==> config.mk <==
export PLATFORM = sky130hd
export DESIGN_NAME = cpu_controller
export DESIGN_NICKNAME = d
export VERILOG_FILES = /design/src/rtl/cpu_controller_pkg.sv /design/src/rtl/cpu_controller_inst_decoder.sv /design/src/rtl/cpu_controller.sv
export SDC_FILE = /design/constraint.sdc
export NUM_CORES = 1
export LEC_CHECK = 0
export ABC_AREA = 1
export CAP_MARGIN = 30
export CORE_AREA = 2 2 133 122
export DETAILED_ROUTE_END_ITERATION = 12
export DIE_AREA = 0 0 135 124
export GPL_ROUTABILITY_DRIVEN = 0
export MAX_ROUTING_LAYER = met4
export PLACE_DENSITY = 0.68
export SYNTH_ARGS = -nofsm -noshare
export SYNTH_HDL_FRONTEND = slang
export SYNTH_SLANG_ARGS = --single-unit
==> constraint.sdc <==
create_clock -name clk -period 7.55 [get_ports clk]
set_input_delay 1.8875 -clock clk [delete_from_list [all_inputs] [get_ports clk]]
set_output_delay 1.8875 -clock clk [all_outputs]
set_load 0.02 [all_outputs]
==> src/rtl/cpu_controller_pkg.sv <==
// rtl/cpu_controller_pkg.sv - opcode, sub-op, state constants and decode types for cpu_controller
// Contents:
//   ST_*      controller state encodings
//   OP_*      primary opcodes, instruction[30:25]
//   SUB_*     TY_BASE sub-ops (instruction[4:0]) and TY_LS sub-ops (instruction[7:0])
//   BR_*      branch selector carried in instruction[14] of TY_B
//   fields_t  decoded fields handed to the datapath
//   class_t   instruction class flags used by the sequencer
package cpu_controller_pkg;

    localparam logic [2:0] ST_IDLE      = 3'd0;
    localparam logic [2:0] ST_FETCH     = 3'd1;
    localparam logic [2:0] ST_DECODE    = 3'd2;
    localparam logic [2:0] ST_EXECUTE   = 3'd3;
    localparam logic [2:0] ST_MEMORY    = 3'd4;
    localparam logic [2:0] ST_WRITEBACK = 3'd5;

    localparam logic [5:0] OP_TY_BASE = 6'b100000;
    localparam logic [5:0] OP_ADDI    = 6'b101000;
    localparam logic [5:0] OP_ORI     = 6'b101100;
    localparam logic [5:0] OP_XORI    = 6'b101011;
    localparam logic [5:0] OP_MOVI    = 6'b100010;
    localparam logic [5:0] OP_LWI     = 6'b000010;
    localparam logic [5:0] OP_SWI     = 6'b001010;
    localparam logic [5:0] OP_TY_LS   = 6'b011100;
    localparam logic [5:0] OP_TY_B    = 6'b100110;
    localparam logic [5:0] OP_JJ      = 6'b100100;

    localparam logic [4:0] SUB_ADD   = 5'h00;
    localparam logic [4:0] SUB_SUB   = 5'h01;
    localparam logic [4:0] SUB_AND   = 5'h02;
    localparam logic [4:0] SUB_XOR   = 5'h03;
    localparam logic [4:0] SUB_OR    = 5'h04;
    localparam logic [4:0] SUB_SLLI  = 5'h08;
    localparam logic [4:0] SUB_SRLI  = 5'h09;
    localparam logic [4:0] SUB_ROTRI = 5'h0B;

    localparam logic [7:0] SUB_LW = 8'h02;
    localparam logic [7:0] SUB_SW = 8'h0A;

    localparam logic BR_BEQ = 1'b0;
    localparam logic BR_BNE = 1'b1;

    typedef struct packed {
        logic [5:0]  opcode;
        logic [4:0]  sub_op_base;
        logic [7:0]  sub_op_ls;
        logic [4:0]  read_addr1;
        logic [4:0]  read_addr2;
        logic [4:0]  write_addr;
        logic [31:0] imm_ext;
        logic [31:0] pc_offset;
        logic        select_imm;
    } fields_t;

    typedef struct packed {
        logic is_alu;
        logic is_load;
        logic is_store;
        logic is_branch;
        logic is_jump;
        logic is_illegal;
    } class_t;

endpackage

==> src/rtl/cpu_controller_inst_decoder.sv <==
// rtl/cpu_controller_inst_decoder.sv - combinational instruction decoder for cpu_controller
// Ports:
//   inst    in   32  instruction word to decode
//   fields  out  fields_t  register addresses, sub-ops, immediates, pc offset, select_imm
//   cls     out  class_t   alu/load/store/branch/jump/illegal flags (exactly one set)
module cpu_controller_inst_decoder
    import cpu_controller_pkg::*;
(
    input  logic [31:0] inst,
    output fields_t     fields,
    output class_t      cls
);

    logic [5:0]  op;
    logic        base_shift;
    logic        base_ok;
    logic        ls_ok;
    logic [31:0] sext15;
    logic [31:0] zext15;
    logic        unused_msb;

    assign op         = inst[30:25];
    assign sext15     = {{17{inst[14]}}, inst[14:0]};
    assign zext15     = {17'b0, inst[14:0]};
    // bit 31 selects the 16/32-bit format elsewhere in the core; this unit only sees 32-bit words
    assign unused_msb = inst[31];

    always_comb begin
        base_shift = (inst[4:0] == SUB_SLLI) || (inst[4:0] == SUB_SRLI) ||
                     (inst[4:0] == SUB_ROTRI);
        base_ok    = base_shift || (inst[4:0] == SUB_ADD) || (inst[4:0] == SUB_SUB) ||
                     (inst[4:0] == SUB_AND) || (inst[4:0] == SUB_XOR) ||
                     (inst[4:0] == SUB_OR);
        ls_ok      = (inst[7:0] == SUB_LW) || (inst[7:0] == SUB_SW);

        fields.opcode      = op;
        fields.sub_op_base = inst[4:0];
        fields.sub_op_ls   = inst[7:0];
        fields.read_addr1  = inst[19:15];
        fields.read_addr2  = inst[14:10];
        fields.write_addr  = inst[24:20];
        fields.imm_ext     = '0;
        fields.pc_offset   = '0;
        fields.select_imm  = 1'b0;
        cls                = '0;

        case (op)
            OP_TY_BASE: begin
                cls.is_alu     = base_ok;
                cls.is_illegal = !base_ok;
                if (base_shift) begin
                    fields.imm_ext    = {27'b0, inst[14:10]};
                    fields.select_imm = 1'b1;
                end
            end
            OP_ADDI: begin
                cls.is_alu        = 1'b1;
                fields.imm_ext    = sext15;
                fields.select_imm = 1'b1;
            end
            OP_ORI, OP_XORI: begin
                cls.is_alu        = 1'b1;
                fields.imm_ext    = zext15;
                fields.select_imm = 1'b1;
            end
            OP_MOVI: begin
                cls.is_alu        = 1'b1;
                fields.imm_ext    = {{12{inst[19]}}, inst[19:0]};
                fields.select_imm = 1'b1;
            end
            OP_LWI: begin
                cls.is_load       = 1'b1;
                fields.imm_ext    = sext15;
                fields.select_imm = 1'b1;
            end
            OP_SWI: begin
                cls.is_store      = 1'b1;
                fields.imm_ext    = sext15;
                fields.select_imm = 1'b1;
            end
            OP_TY_LS: begin
                cls.is_load    = (inst[7:0] == SUB_LW);
                cls.is_store   = (inst[7:0] == SUB_SW);
                cls.is_illegal = !ls_ok;
            end
            OP_TY_B: begin
                cls.is_branch    = 1'b1;
                fields.pc_offset = {{17{inst[13]}}, inst[13:0], 1'b0};
            end
            OP_JJ: begin
                cls.is_jump      = 1'b1;
                fields.pc_offset = {{7{inst[23]}}, inst[23:0], 1'b0};
            end
            default: begin
                cls.is_illegal = 1'b1;
            end
        endcase
    end

endmodule

==> src/rtl/cpu_controller.sv <==
// rtl/cpu_controller.sv - multi-cycle FETCH/DECODE/EXECUTE/MEMORY/WRITEBACK control unit
// Ports:
//   clk, reset (async, active-high)
//   instruction[31:0]  in   instruction-memory data, captured at the end of FETCH
//   alu_zero           in   ALU zero flag, sampled at the end of EXECUTE
//   mem_ready          in   data-memory completion, only looked at in MEMORY
//   enable_fetch/execute/mem_read/mem_write/writeback/pc, pc_branch   out strobes
//   pc_offset, opcode, sub_op_base, sub_op_ls, read_addr1/2, write_addr,
//   imm_ext, select_imm, wb_select_mem, illegal_inst                   out decoded fields
// Every output is a flop. PC updates that depend on a value sampled at the end of a state
// (branch outcome, store completion) therefore appear in the first cycle of the next FETCH.
module cpu_controller
    import cpu_controller_pkg::*;
(
    input  logic        clk,
    input  logic        reset,
    input  logic [31:0] instruction,
    input  logic        alu_zero,
    input  logic        mem_ready,
    output logic        enable_fetch,
    output logic        enable_execute,
    output logic        enable_mem_read,
    output logic        enable_mem_write,
    output logic        enable_writeback,
    output logic        enable_pc,
    output logic        pc_branch,
    output logic [31:0] pc_offset,
    output logic [5:0]  opcode,
    output logic [4:0]  sub_op_base,
    output logic [7:0]  sub_op_ls,
    output logic [4:0]  read_addr1,
    output logic [4:0]  read_addr2,
    output logic [4:0]  write_addr,
    output logic [31:0] imm_ext,
    output logic        select_imm,
    output logic        wb_select_mem,
    output logic        illegal_inst
);

    logic [2:0]  state;
    logic [2:0]  state_next;
    logic [31:0] ir;
    logic [31:0] dec_in;
    fields_t     dec_fields;
    fields_t     fields_q;
    class_t      dec_cls;
    class_t      cls;
    logic        taken;

    // Decode the word being captured so the fields are already registered while in DECODE.
    assign dec_in = (state == ST_FETCH) ? instruction : ir;

    cpu_controller_inst_decoder inst_decoder (
        .inst   (dec_in),
        .fields (dec_fields),
        .cls    (dec_cls)
    );

    assign taken = cls.is_branch &&
                   (((ir[14] == BR_BEQ) && alu_zero) || ((ir[14] == BR_BNE) && !alu_zero));

    always_comb begin
        state_next = state;
        case (state)
            ST_IDLE:      state_next = ST_FETCH;
            ST_FETCH:     state_next = ST_DECODE;
            ST_DECODE:    state_next = cls.is_illegal ? ST_FETCH : ST_EXECUTE;
            ST_EXECUTE: begin
                if (cls.is_load || cls.is_store) state_next = ST_MEMORY;
                else if (cls.is_alu)             state_next = ST_WRITEBACK;
                else                             state_next = ST_FETCH;
            end
            ST_MEMORY: begin
                if (mem_ready) state_next = cls.is_load ? ST_WRITEBACK : ST_FETCH;
            end
            ST_WRITEBACK: state_next = ST_FETCH;
            default:      state_next = ST_IDLE;
        endcase
    end

    always_ff @(posedge clk or posedge reset) begin
        if (reset) begin
            state            <= ST_IDLE;
            ir               <= '0;
            fields_q         <= '0;
            cls              <= '0;
            enable_fetch     <= 1'b0;
            enable_execute   <= 1'b0;
            enable_mem_read  <= 1'b0;
            enable_mem_write <= 1'b0;
            enable_writeback <= 1'b0;
            enable_pc        <= 1'b0;
            pc_branch        <= 1'b0;
            wb_select_mem    <= 1'b0;
            illegal_inst     <= 1'b0;
        end else begin
            state <= state_next;
            if (state == ST_FETCH) begin
                ir       <= instruction;
                fields_q <= dec_fields;
                cls      <= dec_cls;
            end
            enable_fetch     <= (state_next == ST_FETCH);
            enable_execute   <= (state_next == ST_EXECUTE) && !cls.is_jump;
            enable_mem_read  <= (state_next == ST_MEMORY) && cls.is_load;
            enable_mem_write <= (state_next == ST_MEMORY) && cls.is_store;
            enable_writeback <= (state_next == ST_WRITEBACK);
            wb_select_mem    <= (state_next == ST_WRITEBACK) && cls.is_load;
            illegal_inst     <= (state == ST_FETCH) && dec_cls.is_illegal;
            enable_pc        <= ((state == ST_FETCH) && dec_cls.is_illegal) ||
                                ((state == ST_EXECUTE) && (cls.is_branch || cls.is_jump)) ||
                                ((state == ST_MEMORY) && mem_ready && cls.is_store) ||
                                (state_next == ST_WRITEBACK);
            pc_branch        <= (state == ST_EXECUTE) && (cls.is_jump || taken);
        end
    end

    assign opcode      = fields_q.opcode;
    assign sub_op_base = fields_q.sub_op_base;
    assign sub_op_ls   = fields_q.sub_op_ls;
    assign read_addr1  = fields_q.read_addr1;
    assign read_addr2  = fields_q.read_addr2;
    assign write_addr  = fields_q.write_addr;
    assign imm_ext     = fields_q.imm_ext;
    assign pc_offset   = fields_q.pc_offset;
    assign select_imm  = fields_q.select_imm;

endmodule
==> reports/metrics.cfg <==
[status]
status=finished, final reports clean

[synthesis]
synth_area_leaders=dfrtp_1 (57%), nand2_1 (15%), buf_4 (3.8%)
syn_area_um2=5291
synthMuxAreaShare_pct=0
async_flop_share_pct=100.0
synth-compound-area-share_pct=10.19
yosysUniqueCellTypes=35
synthSimpleGateAreaFrac_pct=23.32
yosysSeqAreaShare_pct=56.75
ys_seq_elements=120
avgSynthCellArea_um2=8.968
ys.flop_type=dfrtp_1
synth_top_family_by_area=simple AND/OR/NAND/NOR gates
netlist.area_leader.share_pct=56.75
syn_nets=626
syn_inst=590
yosys.area.top_type=dfrtp_1
yosysWarnings=0
synth_xor_area_share_pct=0.1655
yosys.area_share.adder_pct=0
synth_edf_count=0

[clocking]
clock_latency_ps=410
cts_tree=yes
ctsResizeCount=0
ctsHoldBuffers=0
clk_path_buf_depth=2
htree_levels=4
path_clk_slew_ps=50
root_buffer=clkbuf_16
cts_buffers=17
postCtsSetupRepairBufs=0
clkSinkCount=120

[worst_setup_path]
start_kind=primary input
ff2ff_path_depth=14
regToRegSetupSlack_ps=4260
crit_required_ps=7840
cp-end-kind=register
crit_arrival_ps=3870
r2r-start=state[2]
worstPathMaxFanout=13
reg2reg_to=cls[0]
criticalPathCategory=in -> reg

[global_routing]
grt_max_degree=70
globalRouteMet3Util_pct=4.233
grtUsageMet1_pct=22.21
grt_pass1_wl_um=20930
antenna_found_initial=0
grt_usage_pct=16.69
grt_overflow=0
grt_busiest_layer=met2
first_global_vias=4053
met2_usage_pct=24.46

[pwr]
vdd_drop_max_uv=201.8
p_per_area_nw_per_um2=468.6
p_leak_uw=0.003500

[floorplan]
start_util_pct=34.63
io_pins=144
die_area_um2=16740
die_h_um=124
num_rows=43
core_um2=15280
die_x_um=135

[routing]
drt-total-wl_um=12930
vias_per_cell=4.524
vias=4176
drc=0
wl_per_cell_um=14.00
ant_nets=0
drt_iter0_drc=262
firstDrtPassIters=4

[timing]
worstMarginPinSlew_ps=866.8
min_period_ps=3580
slew_headroom_pct=42.21
finalHoldViolations=0
fmax_mhz=279.3
timing.setup.tns_ps=0
finalCritPeriodShare_pct=47.42
grt_setup_unrepaired=no
timing.final.max_slew_violations=0
fin_skew_ps=7.645
finalSetupViolCount=0

[placement]
io_buffers=141
hpwlAfterDp_um=8760
placed_cell_area_um2=6680

[worst_hold_path]
min_to=ir[11]
hold_depth=2
min_from=ir[11]
min_path_type=reg -> reg

[finish]
area_growth_pct=37.27
ff_latch_area_um2=3003
multi_input_area_um2=1785
nets=745
final_area_um2=7263
diodes=0
layout-drive-gt1-share_pct=11.51
fill_cells=1445

[flow_run]
max_cap_viol_count=0

-- placed cells by master (no fill, tap or decap), types with 4 or more instances in the layout --
cell,Yosys,layout
nand2_1,205,205
clkdlybuf4s50_1,0,141
dfrtp_1,120,120
inv_1,41,40
o21ai_1,32,32
nor2_1,29,29
o21ai_0,18,18
clkbuf_16,0,17
nand3_1,16,16
nand2_2,14,14
o21ai_2,10,10
inv_2,9,9
a22oi_1,9,9
a21oi_1,7,7
a21o_1,5,5
buf_4,27,5
nor2_4,4,4
nand3_2,4,4
nand4_1,4,4
clkinv_2,0,4
clkbuf_8,0,4
-- cells in the mapped netlist (all sizes together), types with 2 or more instances --
master   count
nand2      219
dfrtp      120
o21ai       60
inv         50
buf         42
nor2        36
nand3       21
a22oi        9
a21oi        8
a21o         5
clkbuf       4
nand4        4
nor3         3
a2bb2oi      2
o21a         2
-- power breakdown --
part / switching (µW) / total (µW) / internal (µW)
Clock: 279 / 795 / 516
Sequential: 123 / 1010 / 884
Combinational: 1010 / 1600 / 593
-- cells by family after synthesis --
kind of cell	after synthesis
compound gates	88
xor+xnor	1
flops	120
other cells	1
buf+inv	96
simple gates	284
-- how the worst max path moves through the flow --
stage | to | cells past startpoint | slack (ps) | startpoint
CTS | imm_ext[14] | 9 | 3950 | instruction[26]
detailed placement | imm_ext[14] | 9 | 3510 | instruction[26]
global placement | imm_ext[14] | 9 | 3520 | instruction[26]
floorplan | cls[0] | 1 | 2480 | reset
finish | imm_ext[14] | 9 | 3970 | instruction[26]
global route | imm_ext[14] | 9 | 3800 | instruction[26]
-- flip-flops by register name (all words and copies together), names as in the netlist --
signal and cells:
pc_branch 1, read_addr2 5, write_addr 5, read_addr1 5, ir 28, sub_op_base 4
enable_mem_write 1, pc_offset 24, enable_fetch 1, sub_op_ls 4, enable_execute 1, enable_writeback 1
illegal_inst 1, enable_pc 1, opcode 6, select_imm 1, cls 6, imm_ext 20
state 3, wb_select_mem 1, enable_mem_read 1
-- per-layer routing --
metal	share of wire (%)	vias up	routed length, µm
met5	0	-	0
met4	1.9	0	240
met3	4.8	21	623
met2	45	106	5799
met1	48	1961	6261
li1	-	2088	-
-- through the flow --
step	power, µW	cells	util [%]	worst slack (ps)	hold slack (ps)
floorplan	2104	590	-	2477	440.5
global placement	2614	892	43.72	3517	459.2
detailed placement	2636	892	43.72	3513	464.1
CTS	3451	923	47.54	3952	480.0
global route	3648	923	47.54	3796	488.4
finish	3404	923	47.54	3970	473.0
-- layout make-up --
| type | instances | area share [%] |
|---|---|---|
| Clock buffer | 23 | 6.718 |
| Clock inverter | 8 | 1.309 |
| Inverter | 50 | 2.618 |
| Multi-Input combinational cell | 374 | 24.58 |
| Sequential cell | 120 | 41.34 |
| Tap cell | 202 | 3.480 |
| Timing Repair Buffer | 146 | 19.95 |
-- critical path: stages --
cell             delay, ps
clkdlybuf4s50_1        520
nand3_2                140
nand2_1                420
nor2_2                 130
nand3_1                120
nand2_2                130
nor3_2                 170
buf_4                  250
o21ai_0                100
No activity file was read; power rests on OpenSTA's default activity.
